**config.mk**
```make
export PLATFORM = sky130hd
export DESIGN_NAME = vfifo_line_writer
export DESIGN_NICKNAME = d
export VERILOG_FILES = /design/src/rtl/vfifo_line_writer.sv
export SDC_FILE = /design/constraint.sdc
export NUM_CORES = 1
export LEC_CHECK = 0
export ABC_AREA = 1
export CORE_MARGIN = 1.5
export CORE_UTILIZATION = 50
export DETAILED_ROUTE_END_ITERATION = 10
export PLACE_DENSITY = 0.78
export RECOVER_POWER = 50
export SLEW_MARGIN = 20
export SYNTH_ARGS = -nofsm -noshare
export SYNTH_HDL_FRONTEND = slang
export SYNTH_SLANG_ARGS = --single-unit
```
**constraint.sdc**
```tcl
create_clock -name clk125 -period 4.5 [get_ports clk125]
set_clock_uncertainty 0.1 [all_clocks]
set_input_delay 0.45 -clock clk125 [delete_from_list [all_inputs] [get_ports clk125]]
set_output_delay 0.45 -clock clk125 [all_outputs]
set_load 0.1 [all_outputs]
```
**src/rtl/vfifo_line_writer.sv**
```systemverilog
// ---------------------------------------------------------------------------
// vfifo_line_writer
//   Pops {seg-x, line-y, pixel} words from a first-word-fall-through pixel
//   FIFO and writes the pixels into a two-bank line buffer (bank = y[0]).
//   A bank is flagged to the display reader only once both half-line segments
//   of the same line have been written completely. The FIFO is stalled while
//   the bank addressed by the head word is still held by the reader.
//
// Ports
//   clk125, sys_rst_n          clock, async active-low reset
//   fifo_dout/fifo_empty       FWFT FIFO head {rsv, x, y[10:0], pixel[15:0]}
//   fifo_rd_en                 pop strobe (combinational)
//   lb_wr_en/bank/addr/data    registered line buffer write port
//   line_ready[1:0]            bank holds a complete line, owned by reader
//   line_y0/line_y1            line number held in bank 0/1
//   line_release[1:0]          reader pulse: bank consumed
//   drop_cnt/seg_err_cnt       saturating error counters
// ---------------------------------------------------------------------------
module vfifo_line_writer #(
  parameter int SEG_PIXELS  = 640,
  parameter int LINE_PIXELS = 2*SEG_PIXELS,
  parameter int CNT_W       = 16
) (
  input  logic                              clk125,
  input  logic                              sys_rst_n,
  input  logic [28:0]                       fifo_dout,
  input  logic                              fifo_empty,
  output logic                              fifo_rd_en,
  output logic                              lb_wr_en,
  output logic                              lb_wr_bank,
  output logic [$clog2(LINE_PIXELS)-1:0]    lb_wr_addr,
  output logic [15:0]                       lb_wr_data,
  output logic [1:0]                        line_ready,
  output logic [10:0]                       line_y0,
  output logic [10:0]                       line_y1,
  input  logic [1:0]                        line_release,
  output logic [CNT_W-1:0]                  drop_cnt,
  output logic [CNT_W-1:0]                  seg_err_cnt
);
  localparam int ADDR_W = $clog2(LINE_PIXELS);
  localparam int PIX_W  = $clog2(SEG_PIXELS+1);
  localparam int CW1    = CNT_W + 1;

  typedef enum logic {S_IDLE, S_FILL} state_e;

  state_e              state_q;
  logic                cur_x_q;
  logic [10:0]         cur_y_q;
  logic [PIX_W-1:0]    pix_cnt_q;
  logic [1:0]          seg_done_q, seg_done_d;
  logic [10:0]         seg_y_q, seg_y_d;
  logic [1:0]          line_ready_q, line_ready_d;
  logic [10:0]         line_y0_q, line_y1_q;
  logic [CNT_W-1:0]    drop_q, drop_d, err_q, err_d;
  logic                wr_en_q, wr_bank_q;
  logic [ADDR_W-1:0]   wr_addr_q, wr_addr_d;
  logic [15:0]         wr_data_q;

  logic                w_rsv, w_x;
  logic [10:0]         w_y;
  logic                same_key, in_rng, last, acc, wr, drop, fin;
  logic                err_seg, err_line, done_set;
  logic [1:0]          done_base, err_inc;
  logic [CW1-1:0]      err_sum;

  assign fifo_rd_en = sys_rst_n & ~fifo_empty & ~line_ready_q[fifo_dout[16]];

  always_comb begin
    w_rsv     = fifo_dout[28];
    w_x       = fifo_dout[27];
    w_y       = fifo_dout[26:16];
    // A word for the segment already open continues at pix_cnt; anything
    // else restarts at index 0. After a completed segment pix_cnt sits at
    // SEG_PIXELS, so extra words of that segment fall out as overlong.
    same_key  = (w_x == cur_x_q) && (w_y == cur_y_q);
    in_rng    = same_key ? (pix_cnt_q < PIX_W'(SEG_PIXELS)) : 1'b1;
    last      = same_key ? (pix_cnt_q == PIX_W'(SEG_PIXELS-1)) : (SEG_PIXELS == 1);
    acc       = fifo_rd_en & ~w_rsv;
    wr        = acc & in_rng;
    drop      = fifo_rd_en & (w_rsv | ~in_rng);
    done_set  = wr & last;
    // Both halves present: this cycle hands the bank over, so the mask no
    // longer counts as a pending partial line.
    fin       = &seg_done_q;
    done_base = fin ? 2'b00 : seg_done_q;
    err_seg   = acc & ~same_key & (state_q == S_FILL);
    err_line  = acc & (done_base != 2'b00) & (w_y != seg_y_q);

    seg_done_d = err_line ? 2'b00 : done_base;
    if (done_set) seg_done_d[w_x] = 1'b1;
    seg_y_d    = done_set ? w_y : seg_y_q;

    // Release first so a same-cycle set on that bank wins.
    line_ready_d = line_ready_q & ~line_release;
    if (fin) line_ready_d[seg_y_q[0]] = 1'b1;

    wr_addr_d = (same_key ? ADDR_W'(pix_cnt_q) : '0) +
                (w_x ? ADDR_W'(SEG_PIXELS) : '0);

    err_inc = {1'b0, err_seg} + {1'b0, err_line};
    err_sum = {1'b0, err_q} + CW1'(err_inc);
    err_d   = err_sum[CNT_W] ? '1 : err_sum[CNT_W-1:0];
    drop_d  = (drop && (drop_q != '1)) ? drop_q + CNT_W'(1) : drop_q;
  end

  always_ff @(posedge clk125 or negedge sys_rst_n) begin
    if (!sys_rst_n) begin
      state_q      <= S_IDLE;
      cur_x_q      <= 1'b0;
      cur_y_q      <= '0;
      pix_cnt_q    <= '0;
      seg_done_q   <= 2'b00;
      seg_y_q      <= '0;
      line_ready_q <= 2'b00;
      line_y0_q    <= '0;
      line_y1_q    <= '0;
      drop_q       <= '0;
      err_q        <= '0;
      wr_en_q      <= 1'b0;
      wr_bank_q    <= 1'b0;
      wr_addr_q    <= '0;
      wr_data_q    <= '0;
    end else begin
      wr_en_q <= wr;
      if (wr) begin
        wr_bank_q <= w_y[0];
        wr_addr_q <= wr_addr_d;
        wr_data_q <= fifo_dout[15:0];
        pix_cnt_q <= (same_key ? pix_cnt_q : '0) + PIX_W'(1);
        state_q   <= last ? S_IDLE : S_FILL;
      end
      if (acc) begin
        cur_x_q <= w_x;
        cur_y_q <= w_y;
      end
      seg_done_q   <= seg_done_d;
      seg_y_q      <= seg_y_d;
      line_ready_q <= line_ready_d;
      if (fin && !seg_y_q[0]) line_y0_q <= seg_y_q;
      if (fin &&  seg_y_q[0]) line_y1_q <= seg_y_q;
      drop_q <= drop_d;
      err_q  <= err_d;
    end
  end

  assign lb_wr_en    = wr_en_q;
  assign lb_wr_bank  = wr_bank_q;
  assign lb_wr_addr  = wr_addr_q;
  assign lb_wr_data  = wr_data_q;
  assign line_ready  = line_ready_q;
  assign line_y0     = line_y0_q;
  assign line_y1     = line_y1_q;
  assign drop_cnt    = drop_q;
  assign seg_err_cnt = err_q;
endmodule

```
# --- Yosys cells after proc, flatten, opt, wreduce, memory -nomap -nowiden ---
# Cells that the tools add are included.
classes:
  bitwise: 20
  n_reduce_logical: 9
  order_cmp: 6
  n_addsub: 5
  mux: 17
  n_eq_ne: 5
ops:
  columns: ["cell", "count"]
  rows:
  - ["$mux W10", 3]
  - ["$add A16 B2 Y17", 1]
  - ["$add A16 B1 Y16 const B", 1]
  - ["$mux W16", 1]
  - ["$ne A16 B16 Y1 const B", 1]
  - ["$add A10 B10 Y11", 1]
  - ["$eq A11 B11 Y1", 1]
  - ["$ne A11 B11 Y1", 1]
  - ["$add A10 B1 Y10 const B", 1]
  - ["$and A1 B1 Y1", 10]
  - ["$eq A10 B10 Y1 const B", 1]
  - ["$lt A10 B10 Y1 const B", 1]
  - ["$mux W2", 4]
  - ["$mux W1", 7]
  - ["$logic_and A1 B1 Y1", 6]
  - ["$lt A1 B2 Y1 const B", 3]
  - ["$not A1 Y1", 5]
  - ["$or A2 B2 Y2", 2]
  - ["$add A1 B1 Y2", 1]
  - ["$and A2 B2 Y2", 1]
  - ["$demux W1 S1", 2]
  - ["$ge A1 B1 Y1 const B", 2]
  - ["$not A2 Y2", 1]
  - ["$reduce_and A2 Y1", 1]
  - ["4 further kinds", 4]
word_totals:
  ff_bits: 121
  in_bits: 34

# --- Depth between registers and ports, before layout ---
depth:
  word_depth: 10
  depth_mapped: 22
  ltp_nobuf: 22

# --- Least setup slack after synthesis ---
# No wires, ideal clock.
synth_path:
  path_type: "reg-to-reg"
  startpoint: "register line_ready_q[0] (netlist: line_ready[0])"
  endpoint: "register err_q[14] (netlist: seg_err_cnt[14])"
  slack_ns: 1.129
  period_less_slack_ns: 3.371
  n_path_buf: 0
  stages_incl_launch_ff: 19
  arrival_time_ns: 3.201
  setup_time_ns: 0.070
  cell_sequence: "dfrtp_1 > nand2_1 > nand3_1 > nor2_4 > inv_1 > nor2_1 > nand2_1 > inv_1 > fa_1 > ha_1 > nand2_1 > inv_1 > nand2_1 > nor3_1 > nand2_1 > inv_1 > nand3_1 > or2_2 > nand3_1"
synth_via:
  elab_chain_len: 10
  elab_cells_between_ends: 12
  cone_classes: "add/sub: 2; mux: 3; bitwise: 7"
synth_rtl:
  columns: ["item", "line_no", "text"]
  rows:
  - ["start, declared", "52", "logic [1:0] line_ready_q, line_ready_d;"]
  - ["start signal, assigned", "138", "line_ready_q <= line_ready_d;"]
  - ["$mux W1 (not written as such) (*) (2 in a row)", "66", "assign fifo_rd_en = sys_rst_n & ~fifo_empty & ~line_ready_q[fifo_dout[16]];"]
  - ["$not A1 Y1 (*)", "66", null]
  - ["$and A1 B1 Y1 (*)", "66", null]
  - ["$and A1 B1 Y1 (*)", "78", "acc = fifo_rd_en & ~w_rsv;"]
  - ["$and A1 B1 Y1, on equally long branches (2 in a row)", "86, 87", null]
  - ["$add A1 B1 Y2 (*)", "100", "err_inc = {1'b0, err_seg} + {1'b0, err_line};"]
  - ["$add A16 B2 Y17 (*)", "101", "err_sum = {1'b0, err_q} + CW1'(err_inc);"]
  - ["$mux W16 (*)", "102", "err_d = err_sum[CNT_W] ? '1 : err_sum[CNT_W-1:0];"]
  - ["named net err_d[14]", "54", "logic [CNT_W-1:0] drop_q, drop_d, err_q, err_d;"]
  - ["end signal, assigned", "142", "err_q <= err_d;"]
  - ["end, declared", "54", null]
# Mark *: on every way through the listed nets, which the timed path passes. The rest lies on a longest branch. The select of a mux whose other input is x is not followed.
# A chain may end at the register's enable or synchronous reset.

# --- Worst setup path in the final report ---
layout_path:
  startpoint: "input port fifo_dout[16]"
  endpoint: "register err_q[14] (netlist: seg_err_cnt[14])"
layout_via:
  elab_chain_len: 10
  elab_cells_between_ends: 16
  cone_classes: "add/sub: 2; eq/ne: 2; mux: 3; bitwise: 8; reduce/logical: 1"
layout_rtl:
  columns: ["item", "line_no", "text"]
  rows:
  - ["start, declared", "26", "input logic [28:0] fifo_dout,"]
  - ["$mux W1 (not written as such) (2 in a row)", "66", null]
  - ["$not A1 Y1", "66", null]
  - ["$and A1 B1 Y1", "66", null]
  - ["$and A1 B1 Y1", "78", null]
  - ["$and A1 B1 Y1, on equally long branches (2 in a row)", "86, 87", null]
  - ["$add A1 B1 Y2 (*)", "100", null]
  - ["$add A16 B2 Y17 (*)", "101", null]
  - ["$mux W16 (*)", "102", null]
  - ["named net err_d[14]", "54", null]
# Marks and branches as above.

==> run metrics <==
post-cts repair resize count=0; result of the run=finished, violations left; element type at the critical path start=primary input; total grt overflow=0; max_slew headroom=-86.10%; Inserted Clock Buffers=17; GRT Total Usage=about a quarter; diodes inserted=0; Fillers=about 930; most common library cell in the layout ignoring fill and taps=nand2_1; Clk pin slew, worst setup/hold paths=50 ps; post-synth net total=756; vias in the first global route=between 5000 and 6000; P_leak=about 3.7 nW; total iterations of the first detailed-routing run=5; die outline width=approximately 110 um; RSZ-0062 raised after global routing=false; maximum clock frequency=about 0.27 GHz; IO Pins=between 100 and 150; total number of vias=around 5100; first-pass GRT wire length=roughly 24 mm; H-tree depth=4; measured slew at the worst slew-check pin=around 2800 ps; DR WL/cell=about 14 um; die area=roughly 12000 um2; Vias per Instance=between 5 and 6; Post-CTS Setup Bufs=0; Post-Route Setup TNS=0 ps; commonest cells after routing, fill and taps aside=nand2_1 (250), dfrtp_1 (121), clkdlybuf4s50_1 (116); num rows=39; GP Congestion=around 0.94; synthesized cell area=approximately 6000 um2; Layout Cells excl Fill=between 900 and 1000; Setup crit end kind=flip-flop; initial antenna violation count=0; Final #Nets=878; total wire length=13.87 mm; cell area after layout=7670 um2; Area Overhead vs Synth=31.18%; Sink Count=about 120; cts hold-fix bufs=0; Worst EP arrival=3960 ps; Async SR Flop Fraction=100.0%; core area=11420 um2; CTS Buffer Depth=2; DP Wirelength=between 9 and 10 mm; Post-DRT Antenna Nets=0; Post-Place Cell Area=7123 um2; clk root buf=clkbuf_16; WP data required=approximately 4800 ps; die height=between 100 and 150 um; PD cells=about 450 nW/um2; drc violations=0; cell count after synthesis=between 700 and 800; number of flops mapped to enable cells by yosys=0; Distinct cells, synth=36; Worst-Skew Late Latency=about 420 ps; number of port buffers=119; Tcrit/Tclk final=a little over 80%; CP Class=in -> reg; Synth Area per Inst=about 8.2 um2; crit-path max FO=12; failing checks=capacitance limit, slew limit; largest net degree at the start of global routing=70; Final Power=3.454 mW; Seq/Total Area, Yosys=around half; Tmin final=3704 ps; Synth warnings=0; post-placement cell count=roughly 960; max-slew violations=between 90 and 100; Final setup viols=0; initial core utilization=about 51%; Hold Fails Final Rpt=0; Top FF cell, synth=dfrtp_1; CTS tree=done; Max Cap Violations=2; Max IR drop VDD=approximately 0.00037 V; synthesized flop and latch total=121; share of layout cells above drive strength 1=between 5 and 6%; DR iter-0 viols=roughly 370; Hold Crit Class=reg -> reg
==> layer usage <==
| layer | vias up | share of wire, % | global-route usage, % |
|---|---|---|---|
| met3 | 26 | 4.6 | 5.249 |
| met5 | - | 0 | 0 |
| li1 | 2495 | - | - |
| met4 | 0 | 2.1 | 9.873 |
| met1 | 2476 | 44 | 29.80 |
| met2 | 145 | 50 | 40.12 |
==> power breakdown <==
part | leakage [nW] | internal, mW | total [mW] | switching (mW)
Sequential | 1.62 | 1.18 | 1.25 | 0.0780
Clock | 0.290 | 0.867 | 1.33 | 0.467
Combinational | 1.78 | 0.203 | 0.865 | 0.663
==> flip-flops by register name, summed over array words and instances (netlist names), 2 cells and up <==
register / flops
cur_y_q: 11
lb_wr_data: 16
lb_wr_addr: 11
drop_cnt: 16
line_y1: 11
line_ready: 2
line_y0: 11
seg_done_q: 2
seg_err_cnt: 16
pix_cnt_q: 10
seg_y_q: 11
==> worst paths after layout <==
kind | start | endpoint | slack (ps) | cells after the start
max | fifo_dout[16] | seg_err_cnt[14] | 800 | 23
min | line_y1[0] | line_y1[0] | 370 | 2
max reg2reg | cur_y_q[6] | seg_err_cnt[9] | 1040 | 19
min reg2reg | line_y1[0] | line_y1[0] | 370 | 2
max in group asynchronous | sys_rst_n | lb_wr_addr[7] | 1050 | 3
min in group asynchronous | sys_rst_n | drop_cnt[8] | 980 | 2
==> layout make-up <==
class	count	area (um2)	share of cell area, %
flip-flops and latches	121	3028	39.48
multi-input cells	487	2362	30.80
repair buffers	122	1197	15.61
clock buffers	24	491.7	6.411
inverters	85	319.1	4.160
well taps	143	178.9	2.333
clock inverters	8	92.59	1.207
==> synthesized netlist by cell type (8+ instances only) <==
cell type	instances	share of area (%)
nor3_1	15	1.3
ha_1	9	1.9
buf_2	8	0.68
xor2_1	19	2.8
o21ai_1	12	1.0
o21ai_0	49	4.2
nand3_1	39	3.3
dfrtp_1	121	52
inv_1	78	5.0
nor2_1	39	2.5
xnor2_1	8	1.2
nand4_1	13	1.4
nand2_1	249	16
==> critical path: stages <==
cell,delay (ps)
dlygate4sd3_1,600
inv_1,140
nand2_1,60
nand2_1,80
nor2_1,40
nand2_1,150
nor2_8,70
nand2_2,240
nand2_1,230
inv_1,170
nand2_1,80
inv_1,70
fa_1,190
ha_1,170
nand2_1,90
inv_1,80
nand2_1,70
nor3_1,300
nand2_1,130
inv_1,120
nand3_1,90
or2_2,280
nand3_1,60
==> cell families after synthesis <==
family                     after synthesis  share of synthesized area (%)
and+or+nand+nor                        376                          27.58
xor gates and xnor gates                27                          4.045
adders and majority gates               10                          2.268
AOI/OAI and AO/OA                       74                          6.955
DFF                                    121                          51.79
buffers and inverters                  104                          7.361
==> through the flow <==
| step | setup WS (ps) | hold WS [ps] | utilization [%] |
|---|---|---|---|
| 2_1_floorplan | 1129 | 54.41 | - |
| 3_3_place_gp | 533.4 | 348.3 | 62.38 |
| 4_1_cts | 827.0 | 88.20 | 67.50 |
| 6_report | 795.9 | 367.4 | 67.17 |
| 3_5_place_dp | 443.5 | 354.4 | 62.38 |
| 5_1_grt | 347.1 | 402.7 | 67.17 |
Note: power is estimated with default switching activity, not from simulation.
